**src/rtl/cmos_frame_gate_pkg.sv**
```systemverilog
// Shared video package: capture-gate state encoding and default frame geometry,
// also used by the VGA display stage so both ends agree on the frame size.
package cmos_frame_gate_pkg;

  localparam int DEF_H_PIXELS = 640;
  localparam int DEF_V_LINES  = 480;
  localparam int CNT_W        = 12;

  typedef enum logic [1:0] {
    IDLE    = 2'd0,
    WAIT_VS = 2'd1,
    ACTIVE  = 2'd2,
    DROP    = 2'd3
  } gate_state_t;

  // Where a frame goes once vsync falls: keep capturing only if still enabled.
  function automatic gate_state_t after_frame(input logic capture_en);
    return capture_en ? WAIT_VS : IDLE;
  endfunction

endpackage

```
**src/rtl/cmos_frame_gate_edge_det.sv**
```systemverilog
// Registered rise/fall detector for one sync input in the pixel clock domain.
module cmos_edge_det (
  input  logic clk,
  input  logic rst,
  input  logic sig,
  output logic rise,
  output logic fall
);

  logic sig_q;

  // Remember last cycle's level so edges show up in the cycle the new level is seen.
  always_ff @(posedge clk or posedge rst) begin
    if (rst) sig_q <= 1'b0;
    else     sig_q <= sig;
  end

  assign rise = sig & ~sig_q;
  assign fall = ~sig & sig_q;

endmodule

```
**src/rtl/cmos_frame_gate.sv**
```systemverilog
// Frame gate between the CMOS capture stage and the SDRAM write FIFO: only
// whole frames of exact geometry are passed; malformed frames are dropped.
module cmos_frame_gate
  import cmos_frame_gate_pkg::*;
#(
  parameter int H_PIXELS = DEF_H_PIXELS,
  parameter int V_LINES  = DEF_V_LINES
) (
  input  logic        clk,
  input  logic        rst,
  input  logic        capture_en,
  input  logic        in_vsync,
  input  logic        in_href,
  input  logic        in_clken,
  input  logic [15:0] in_data,
  output logic        wr_en,
  output logic [15:0] wr_data,
  output logic        frame_start,
  output logic        frame_done,
  output logic        frame_abort,
  output logic        err_line_len,
  output logic        err_line_cnt,
  output logic [7:0]  frame_cnt
);

  localparam logic [CNT_W-1:0] H_MAX = CNT_W'(H_PIXELS);
  localparam logic [CNT_W-1:0] V_MAX = CNT_W'(V_LINES);

  gate_state_t      state, state_next;
  logic [CNT_W-1:0] pix_cnt, pix_next;
  logic [CNT_W-1:0] line_cnt, line_next, line_upd;
  logic             line_ok;
  logic             first_pending, first_next;
  logic             wr_en_next, start_next, done_next, abort_next;
  logic             len_err_set, cnt_err_set, cnt_inc;
  logic             vs_rise, vs_fall, hr_rise, hr_fall;

  cmos_edge_det u_vs_edge (
    .clk  (clk),
    .rst  (rst),
    .sig  (in_vsync),
    .rise (vs_rise),
    .fall (vs_fall)
  );

  cmos_edge_det u_hr_edge (
    .clk  (clk),
    .rst  (rst),
    .sig  (in_href),
    .rise (hr_rise),
    .fall (hr_fall)
  );

  // State register.
  always_ff @(posedge clk or posedge rst) begin
    if (rst) state <= IDLE;
    else     state <= state_next;
  end

  // Next state, counters and output strobes; line check precedes the frame check.
  always_comb begin
    state_next  = state;
    pix_next    = pix_cnt;
    line_next   = line_cnt;
    line_upd    = line_cnt;
    line_ok     = 1'b1;
    first_next  = first_pending;
    wr_en_next  = 1'b0;
    start_next  = 1'b0;
    done_next   = 1'b0;
    abort_next  = 1'b0;
    len_err_set = 1'b0;
    cnt_err_set = 1'b0;
    cnt_inc     = 1'b0;

    case (state)
      IDLE: begin
        pix_next   = '0;
        line_next  = '0;
        first_next = 1'b0;
        if (capture_en && !in_vsync) state_next = WAIT_VS;
      end

      WAIT_VS: begin
        pix_next  = '0;
        line_next = '0;
        if (vs_rise) begin
          state_next = ACTIVE;
          first_next = 1'b1;
        end
      end

      ACTIVE: begin
        if (hr_fall) begin
          pix_next = '0;
          if (pix_cnt == H_MAX) line_upd = line_cnt + 1'b1;
          else                  line_ok  = 1'b0;
        end
        line_next = line_upd;

        if (vs_fall) begin
          state_next = after_frame(capture_en);
          pix_next   = '0;
          line_next  = '0;
          first_next = 1'b0;
          if (!line_ok) begin
            len_err_set = 1'b1;
            abort_next  = 1'b1;
          end else if (line_upd == V_MAX) begin
            done_next = 1'b1;
            cnt_inc   = 1'b1;
          end else begin
            cnt_err_set = 1'b1;
            abort_next  = 1'b1;
          end
        end else if (!line_ok) begin
          len_err_set = 1'b1;
          abort_next  = 1'b1;
          state_next  = DROP;
          pix_next    = '0;
          line_next   = '0;
          first_next  = 1'b0;
        end else if (in_clken && in_href) begin
          if (pix_cnt == H_MAX) begin
            len_err_set = 1'b1;
            abort_next  = 1'b1;
            state_next  = DROP;
            pix_next    = '0;
            line_next   = '0;
            first_next  = 1'b0;
          end else if (line_cnt == V_MAX) begin
            cnt_err_set = 1'b1;
            abort_next  = 1'b1;
            state_next  = DROP;
            pix_next    = '0;
            line_next   = '0;
            first_next  = 1'b0;
          end else begin
            wr_en_next = 1'b1;
            pix_next   = pix_cnt + 1'b1;
            start_next = first_pending;
            first_next = 1'b0;
          end
        end
      end

      DROP: begin
        pix_next   = '0;
        line_next  = '0;
        first_next = 1'b0;
        if (vs_fall) state_next = after_frame(capture_en);
      end

      default: begin
        state_next = IDLE;
        pix_next   = '0;
        line_next  = '0;
        first_next = 1'b0;
      end
    endcase
  end

  // Registered outputs, counters and sticky error flags.
  always_ff @(posedge clk or posedge rst) begin
    if (rst) begin
      pix_cnt       <= '0;
      line_cnt      <= '0;
      first_pending <= 1'b0;
      wr_en         <= 1'b0;
      wr_data       <= '0;
      frame_start   <= 1'b0;
      frame_done    <= 1'b0;
      frame_abort   <= 1'b0;
      err_line_len  <= 1'b0;
      err_line_cnt  <= 1'b0;
      frame_cnt     <= '0;
    end else begin
      pix_cnt       <= pix_next;
      line_cnt      <= line_next;
      first_pending <= first_next;
      wr_en         <= wr_en_next;
      if (wr_en_next) wr_data <= in_data;
      frame_start   <= start_next;
      frame_done    <= done_next;
      frame_abort   <= abort_next;
      err_line_len  <= err_line_len | len_err_set;
      err_line_cnt  <= err_line_cnt | cnt_err_set;
      if (cnt_inc) frame_cnt <= frame_cnt + 8'd1;
    end
  end

  // href rise is not needed for gating; the line is delimited by its falling edge.
  logic unused_ok;
  assign unused_ok = hr_rise;

endmodule

```
**config.mk**
```make
export PLATFORM = sky130hd
export DESIGN_NAME = cmos_frame_gate
export DESIGN_NICKNAME = d
export VERILOG_FILES = /design/src/rtl/cmos_frame_gate_pkg.sv /design/src/rtl/cmos_frame_gate_edge_det.sv /design/src/rtl/cmos_frame_gate.sv
export SDC_FILE = /design/constraint.sdc
export NUM_CORES = 1
export LEC_CHECK = 0
export CAP_MARGIN = 30
export CORE_MARGIN = 8
export CORE_UTILIZATION = 48
export CTS_CLUSTER_SIZE = 30
export DETAILED_ROUTE_END_ITERATION = 12
export PLACE_DENSITY = 0.76
export SYNTH_ARGS = -nofsm -noshare
export SYNTH_HDL_FRONTEND = slang
export SYNTH_HIERARCHICAL = 1
export SYNTH_SLANG_ARGS = --single-unit
```
**constraint.sdc**
```tcl
create_clock -name clk -period 2.7 [get_ports clk]
set_clock_uncertainty 0.2 [all_clocks]
set_input_delay 0.405 -clock clk [delete_from_list [all_inputs] [get_ports clk]]
set_output_delay 0.405 -clock clk [all_outputs]
set_load 0.05 [all_outputs]
```
Yosys cells after proc, flatten, opt, wreduce, memory -nomap -nowiden
Cells that the tools add are included.

Register bits after elaboration: 59. Bits in latches: 0. Bits in writable memories: 0. ROM bits: 0. Logic and storage cells: 114. Memories: 0.

Add/sub/neg operators: 3. $mul: 0. Divide/modulo/power cells: 0. $lt $le $gt $ge: 0. Equality and inequality tests: 12. Shift-type cells: 0. Multiplexer cells: 69. Bitwise operators: 8. Reduce and logical (&&, ||, !) cells: 8.

Operator list (number): 2-to-1 mux 12 bit (14); case mux 12 bit (2 select lines) (2); 2-to-1 mux 1 bit (43); adder 12 x 1 -> 12 bit, second input constant (2); == test 12 x 9 -> 1 bit, second input constant (2); 2-to-1 mux 2 bit (8); == test 12 x 10 -> 1 bit, second input constant (1); inequality test 5 x 4 -> 1 bit, second input constant (2); adder 8 x 1 -> 8 bit, second input constant (1); case mux 2 bit (4 select lines) (1); AND reduction 5 bit (1); == test 2 bit, second input constant (2); inequality test 2 x 1 -> 1 bit, second input constant (2); inequality test 4 x 3 -> 1 bit, second input constant (1); AND 1 bit (3); NOT 1 bit (3); case mux 1 bit (3 select lines) (1); OR reduction 3 bit (1); == test 2 x 1 -> 1 bit, second input constant (1); logical AND 1 bit (2); logical NOT 2 bit (1); inequality test 2 bit, second input constant (1); bitwise OR 1 bit (2); AND reduction 2 bit (1); 2 further kinds (2).

Longest topological paths before layout
Gate-level depths: netlist of run 1.

Depth after elaboration: 10. Depth in mapped cells: 9. Mapped depth without buffers: 8.

Cells and area by module
The synthesis of run 1 kept the hierarchy.

Modules (own cells, without submodules): cmos_frame_gate (instances 1, cells an instance 325, area an instance 2954.1 um^2, seq. area each 1426.4 um^2); cmos_edge_det (instances 2, cells an instance 4, area an instance 43.8 um^2, seq. area each 25.0 um^2).

Least setup slack after synthesis of run 1
Ideal clock, no wire load.

Path kind: register to register. Start: register line_cnt[0]. End: register frame_cnt[1]. Library setup time: 0.128 ns. Arrival: 2.376 ns. Data required time: 2.372 ns. Path slack: -0.003 ns. Cell stages (with the launch flop): 7. Buffers on the path: 0. Clock period less this slack: 2.703 ns. Cell sequence: dfrtp_1 > inv_1 > ha_1 > or4_4 > o41a_4 > nor3_2 > mux2_1.

Cells in the longest elaborated chain, start to end: 9.

Ends and longest elaborated chain: from (decl) (line cmos_frame_gate.sv:31) `logic [CNT_W-1:0] line_cnt, line_next, line_upd;`; from (signal assigned) (line cmos_frame_gate.sv:179) `line_cnt <= line_next;`; adder 12 x 1 -> 12 bit (line cmos_frame_gate.sv:96) `if (pix_cnt == H_MAX) line_upd = line_cnt + 1'b1;`; 2-to-1 mux 12 bit (line cmos_frame_gate.sv:96); 2-to-1 mux 12 bit * (line cmos_frame_gate.sv:94) `if (hr_fall) begin`; 2-to-1 mux 12 bit * (line cmos_frame_gate.sv:76) `case (state)`; == test 12 x 9 -> 1 bit * (line cmos_frame_gate.sv:109) `end else if (line_upd == V_MAX) begin`; 2-to-1 mux 1 bit * (line cmos_frame_gate.sv:109); 2-to-1 mux 1 bit * (line cmos_frame_gate.sv:106) `if (!line_ok) begin`; 2-to-1 mux 1 bit * (line cmos_frame_gate.sv:101) `if (vs_fall) begin`; 2-to-1 mux 1 bit * (line cmos_frame_gate.sv:76); to (signal assigned) (line cmos_frame_gate.sv:188) `if (cnt_inc) frame_cnt <= frame_cnt + 8'd1;`; to (decl) (line cmos_frame_gate.sv:23) `output logic [7:0] frame_cnt`.

Every way passes the cells marked *; elsewhere a longest branch is shown, timed or not. The select of a mux whose other input is x is not followed. A chain may end at the register's enable or synchronous reset.

Final worst setup path of run 1
Same ends and word-level chain as after synthesis.

==> out/results.tsv, run 1 <==
stage	metric	value	unit
final_layout	P&R area growth vs syn	32.77	%
final_layout	footprint of the multi-input gates	1473	um^2
die	Die W	95.52	um
clocking	CTS tree	built	
timing	Setup TNS	0	ns
clocking	total CTS buffers	9	
run	total of max-cap violations	0	
timing	fmax	385.4	MHz
global_routing	largest net degree at the start of global routing	26	
critical_path	worst path arrival time	2.62	ns
drt	Iter 0 DRT Violations	111	
critical_path	Crit path max-delay family	compound AO/OA/AOI/OAI gates	
die	die height	95.52	um
global_routing	grt ovf	0	
critical_path	CP cell instances	buf_4 > ha_1 > nand4_1 > o221a_2 > o41a_4 > nor3_4 > mux2_1	
place	port buffer count	51	
drt	Via Count	2572	
final_layout	share of layout cells above drive strength 1	0.1460	
critical_path	Critical Path RT	2.72	ns
logic_synthesis	cell area after synthesis	3035	um^2
logic_synthesis	synthesized net count	359	
timing	Fin. Hold Viols	0	
place	GP Congestion	0.8494	
die	total die area	9124	um^2
logic_synthesis	Ys Warns	6	
timing	RSZ-0062 raised after global routing	false	
timing	Slew HR	0.6328	
critical_path	Buf/Inv on CP	1	
pwr	P_leak	1.783	nW
critical_path	CP max stage cell	o41a_4	
place	DP Wirelength	5093	um
logic_synthesis	Cells after Synth	332	
clocking	clock sink count	59	
final_layout	fin nets	433	
critical_path	CP endpoint kind	flip-flop	
drt	Vias/cell	5.270	
critical_path	CP Class	reg -> reg	
die	starting density of the core	0.4864	
drt	drt pass-1 iters	5	
global_routing	global-route wire length before repair	11780	um
final_layout	ANT cells	0	
final_layout	FF/Latch Area	1476	um^2
die	Rows	29	
timing	crit path time final	2.595	ns
final_layout	Filler cells	531	
critical_path	Critical Path Fanout Max	8	
global_routing	initial antenna violation count	0	
die	Ports	52	
final_layout	Final Cell Area	4030	um^2
clocking	Root Driver	clkbuf_8	
clocking	H-tree depth	3	
timing	Worst-Margin Slew	0.5491	ns
drt	final wirelength	6903	um
die	CORE AREA	6241	um^2
min_path	HP Class	in -> async	
global_routing	vias in the first global route	2563	
clocking	Setup Buffers After CTS	0	
drt	ANT nets after route	0	
critical_path	CP Launch Type	flip-flop	
pwr	peak supply drop	0.7014	mV
global_routing	gr usage total	0.1638	
logic_synthesis	post-synthesis area per instance	9.143	um^2
pwr	power per cell area	757.2	nW/um^2
critical_path	max incr delay on CP	0.57	ns
status	outcome	completed	
clocking	clock latency on the worst-skew pair	0.33	ns
drt	DRC errors left	0	
clocking	Longest Clk Path Bufs	2	
timing	# setup viols final	0	
timing	ratio of final minimum period to clock period	0.9611	
clocking	clock slew seen by the registers of the worst setup and hold paths	0.08	ns
drt	Routed WL per cell	14.15	um
timing	Slew Viols, Final	0	
place	placed cell area	3792	um^2
## cell usage in the layout (no fill, tap or decap), drive strengths merged, types with 10 or more instances in the layout
| cell | count |
|---|---|
| buf | 24 |
| nand2 | 74 |
| nor2 | 33 |
| nor3 | 10 |
| nand3 | 10 |
| clkdlybuf4s50 | 51 |
| nand4 | 12 |
| inv | 13 |
| o21ai | 23 |
| dfrtp | 59 |
| xnor2 | 12 |
## path summary, 6_finish.rpt
path	start	slack, ns	depth (start not counted)	endpoint
max in group asynchronous	rst	1.38	3	wr_data[14]
setup / recovery	line_cnt[0]	0.10	7	frame_cnt[1]
setup reg to reg	line_cnt[0]	0.10	7	frame_cnt[1]
min in group clk	wr_data[6]	0.27	2	wr_data[6]
hold reg to reg	wr_data[6]	0.27	2	wr_data[6]
hold / removal	rst	0.08	2	u_hr_edge/sig_q
## layer usage
metal  global-route usage  up-vias  wire length (um)
li1                     -     1291                 -
met5                    0        -                 0
met2               0.2480       79              3149
met3              0.06929       12               624
met1               0.2011     1190              3032
met4              0.06786        0                96
## area by class of cell
type                       count  share of cell area
clock buffer                   9             0.03074
clock inverter                 7             0.02484
inverter                      12             0.01118
multi-input combinational    249              0.3654
sequential                    59              0.3663
tap                           77             0.02391
timing repair buffer          75              0.1776
## repair_timing
| action | in CTS | in global routing |
|---|---|---|
| setup endpoints to repair | 0 | 3 |
| hold endpoints to repair | 0 | 0 |
| resized for setup | 0 | 2 |
| hold buffers | 0 | 0 |
## flip-flops by register name, indices dropped and copies added, names as in the netlist
register / flops
state: 2
err_line_cnt: 1
frame_start: 1
wr_data: 16
line_cnt: 12
frame_abort: 1
err_line_len: 1
first_pending: 1
frame_cnt: 8
pix_cnt: 12
frame_done: 1
u_vs_edge/sig_q: 1
u_hr_edge/sig_q: 1
wr_en: 1
## per-stage QoR
step	std cells	hold WS (ns)	setup slack, ns	utilization	power, mW
finish	488	0.07755	0.1050	0.6458	3.052
global route	488	0.07346	0.001103	0.6458	3.195
CTS	488	0.06984	0.04809	0.6435	3.091
detailed placement	472	0.2614	-0.03675	0.6077	2.169
global placement	472	0.2556	0.02514	0.6077	2.150
floorplan	332	-0.06629	0.01477	-	1.769
## where the power goes
part           internal (mW)  switching, mW  total [mW]
clock                  0.527          0.384       0.911
combinational          0.345          0.684        1.03
sequential              1.03         0.0809        1.11
No activity file was read; power rests on OpenSTA's default activity.
==> inputs of run 2 (changes only) <==
- CORE_UTILIZATION: 48 -> 35
- PLACE_DENSITY: 0.76 -> default
==> out/results.tsv, run 2 (synthesis gave the netlist of run 1 again) <==
stage	metric	value	unit	change
status	outcome	completed		unchanged
final_layout	Reg with most FFs	wr_data		unchanged
clocking	CTS tree	built		unchanged
drt	DRC errors left	0		unchanged
timing	crit path time final	2.597	ns	was 2.595 ns
final_layout	Final Cell Area	4194	um^2	was 4030 um^2
critical_path	worst path arrival time	2.62	ns	about the same
global_routing	initial antenna violation count	0		unchanged
drt	ANT nets after route	0		unchanged
clocking	clock sink count	59		unchanged
drt	drt pass-1 iters	4		was 5
place	Placed Cells incl. Taps	511		was 472
drt	Vias/cell	4.975		was 5.270
timing	ratio of final minimum period to clock period	0.9619		was 0.9611
pwr	P_leak	1.820	nW	was 1.783 nW
timing	final setup margin	0.1027	ns	was 0.1050 ns
die	Ports	52		unchanged
critical_path	CP Class	reg -> reg		unchanged
die	Rows	34		was 29
drt	DR WL met3	694	um	was 624 um
critical_path	CP Launch Type	flip-flop		unchanged
place	dpl ws	-0.09358	ns	was -0.03675 ns
final_layout	share of layout cells above drive strength 1	0.1801		was 0.1460
place	port buffer count	51		unchanged
pwr	power per cell area	714.7	nW/um^2	was 757.2 nW/um^2
final_layout	most common cell after layout, fill and taps aside	nand2_1		unchanged
clocking	H-tree depth	3		unchanged
clocking	clock latency on the worst-skew pair	0.34	ns	was 0.33 ns
global_routing	grt ovf	0		unchanged
min_path	HP Class	in -> async		unchanged
final_layout	FF/Latch Area	1476	um^2	unchanged
global_routing	largest net degree at the start of global routing	40		was 26
critical_path	Critical Path RT	2.73	ns	was 2.72 ns
die	CORE AREA	8551	um^2	was 6241 um^2
die	die height	109.1	um	was 95.52 um
final_layout	leading registers by flop count	wr_data x16, line_cnt x12, pix_cnt x12		unchanged
final_layout	P&R area growth vs syn	38.17	%	was 32.77%
timing	fmax	385.0	MHz	was 385.4 MHz
place	GP Congestion	0.8693		was 0.8494
place	DP Wirelength	5269	um	was 5093 um
die	starting density of the core	0.3550		was 0.4864
drt	Max Used Layer	met4		unchanged
global_routing	vias in the first global route	2618		was 2,563
timing	Slew Viols, Final	0		unchanged
final_layout	footprint of the multi-input gates	1498	um^2	was 1473 um^2
place	placed cell area	3904	um^2	was 3792 um^2
clocking	Longest Clk Path Bufs	2		unchanged
die	Die W	109.1	um	was 95.52 um
drt	final wirelength	7194	um	was 6903 um
global_routing	global-route wire length before repair	12160	um	was 11,780 um
final_layout	ANT cells	0		unchanged
clocking	Root Driver	clkbuf_8		unchanged
final_layout	fin nets	444		was 433
critical_path	Critical Path Fanout Max	5		was 8
final_layout	highest-count cells in the layout ignoring fill and taps	74 x nand2_1, 59 x dfrtp_1, 51 x clkdlybuf4s50_1		unchanged
drt	Routed WL per cell	13.57	um	was 14.15 um
timing	Worst-Margin Slew	0.5616	ns	was 0.5491 ns
drt	Iter 0 DRT Violations	83		was 111
clocking	total CTS buffers	9		unchanged
drt	Via Count	2637		was 2,572
final_layout	Filler cells	825		was 531
timing	Slew HR	0.6244		was 0.6328
timing	Fin. Hold Viols	0		unchanged
die	total die area	11910	um^2	was 9124 um^2
drt	wl on met1	3094	um	was 3032 um
final_layout	max FFs per register	16		unchanged
drt	Detail Route met2 WL	3368	um	was 3149 um
critical_path	CP endpoint kind	flip-flop		unchanged
run	total of max-cap violations	0		unchanged
pwr	peak supply drop	0.6391	mV	was 0.7014 mV
global_routing	gr usage total	0.1272		was 0.1638
final_layout	non-filler cells, final	530		was 488
timing	# setup viols final	0		unchanged
clocking	clock slew seen by the registers of the worst setup and hold paths	0.07	ns	was 0.08 ns
final_layout	Core Util, Final	0.4905		was 0.6458
==> run 2: cell types whose count changed in the layout (fill, tap and decap cells not counted), moves of 2 or more <==
cell / delta
clkinvlp_4: +3
clkbuf_8: +2
buf_12: +2
inv_6: -2
buf_4: +8
==> run 2: routing by layer <==
metal,track usage,vias to the layer above
met4,0.02444,0
met3,0.07329,4
met2,0.2019,58
met1,0.1468,1264
met5,0,-
li1,-,1311
==> run 2: worst paths after layout <==
kind,startpoint,end,slack (ns),cells past startpoint
worst max-delay path,line_cnt[0],frame_cnt[1],0.10,7
worst min-delay path,rst,u_hr_edge/sig_q,0.08,2
worst max register to register,line_cnt[0],frame_cnt[1],0.10,7
worst min register to register,frame_cnt[7],frame_cnt[7],0.26,1
max in group asynchronous,rst,wr_data[8],1.49,3
min in group clk,frame_cnt[7],frame_cnt[7],0.26,1
==> run 2: power breakdown <==
part	internal (mW)	switching (mW)	total, mW
logic	0.350	0.689	1.04
clock network	0.477	0.366	0.843
registers	1.03	0.0842	1.12
==> run 2: what timing repair did <==
item                                    CTS  global route
endpoints found under the setup margin    0             8
gates resized for setup                   0             9
hold buffers                              0             0
setup buffers                             0             3
==> run 2: area by class of cell <==
cell class                 instances  share of cell area
clock buffer                      11             0.03610
clock inverter                     5             0.01462
inverter                          12             0.01074
multi-input combinational        249              0.3571
sequential                        59              0.3520
tap                              108             0.03222
timing repair buffer              86              0.1972
==> run 2: stage by stage <==
step / power, mW / hold slack (ns) / setup TNS, ns
2_1_floorplan: 1.769 / -0.06629 / 0
3_3_place_gp: 2.168 / 0.2558 / -0.3124
3_5_place_dp: 2.178 / 0.2578 / -0.4276
4_1_cts: 3.044 / 0.06591 / 0
5_1_grt: 3.149 / 0.06854 / -0.04922
6_report: 2.997 / 0.07753 / 0
==> run 2: critical path, stage by stage, from the launching register on <==
cell     delay (ns)
dfrtp_1        0.38
buf_6          0.13
ha_2           0.18
nand4_1        0.20
o221a_2        0.32
o41a_4         0.54
nor3_4         0.22
mux2_4         0.31
==> inputs of run 3 (changes only) <==
--- a/config.mk
+++ b/config.mk
@@ -7,3 +7,3 @@
 export LEC_CHECK = 0
-export CAP_MARGIN = 30
+export CAP_MARGIN = 15
 export CORE_MARGIN = 8
--- a/constraint.sdc
+++ b/constraint.sdc
@@ -4,2 +4,2 @@
 set_output_delay 0.405 -clock clk [all_outputs]
-set_load 0.05 [all_outputs]
+set_load 0.005 [all_outputs]
==> results of run 3 <==
The final DEF is identical to that of run 2. Status: completed.
Among the figures that moved: total power 2.997 mW -> 2.557 mW; worst IR drop on VDD 0.6391 mV -> 0.4743 mV
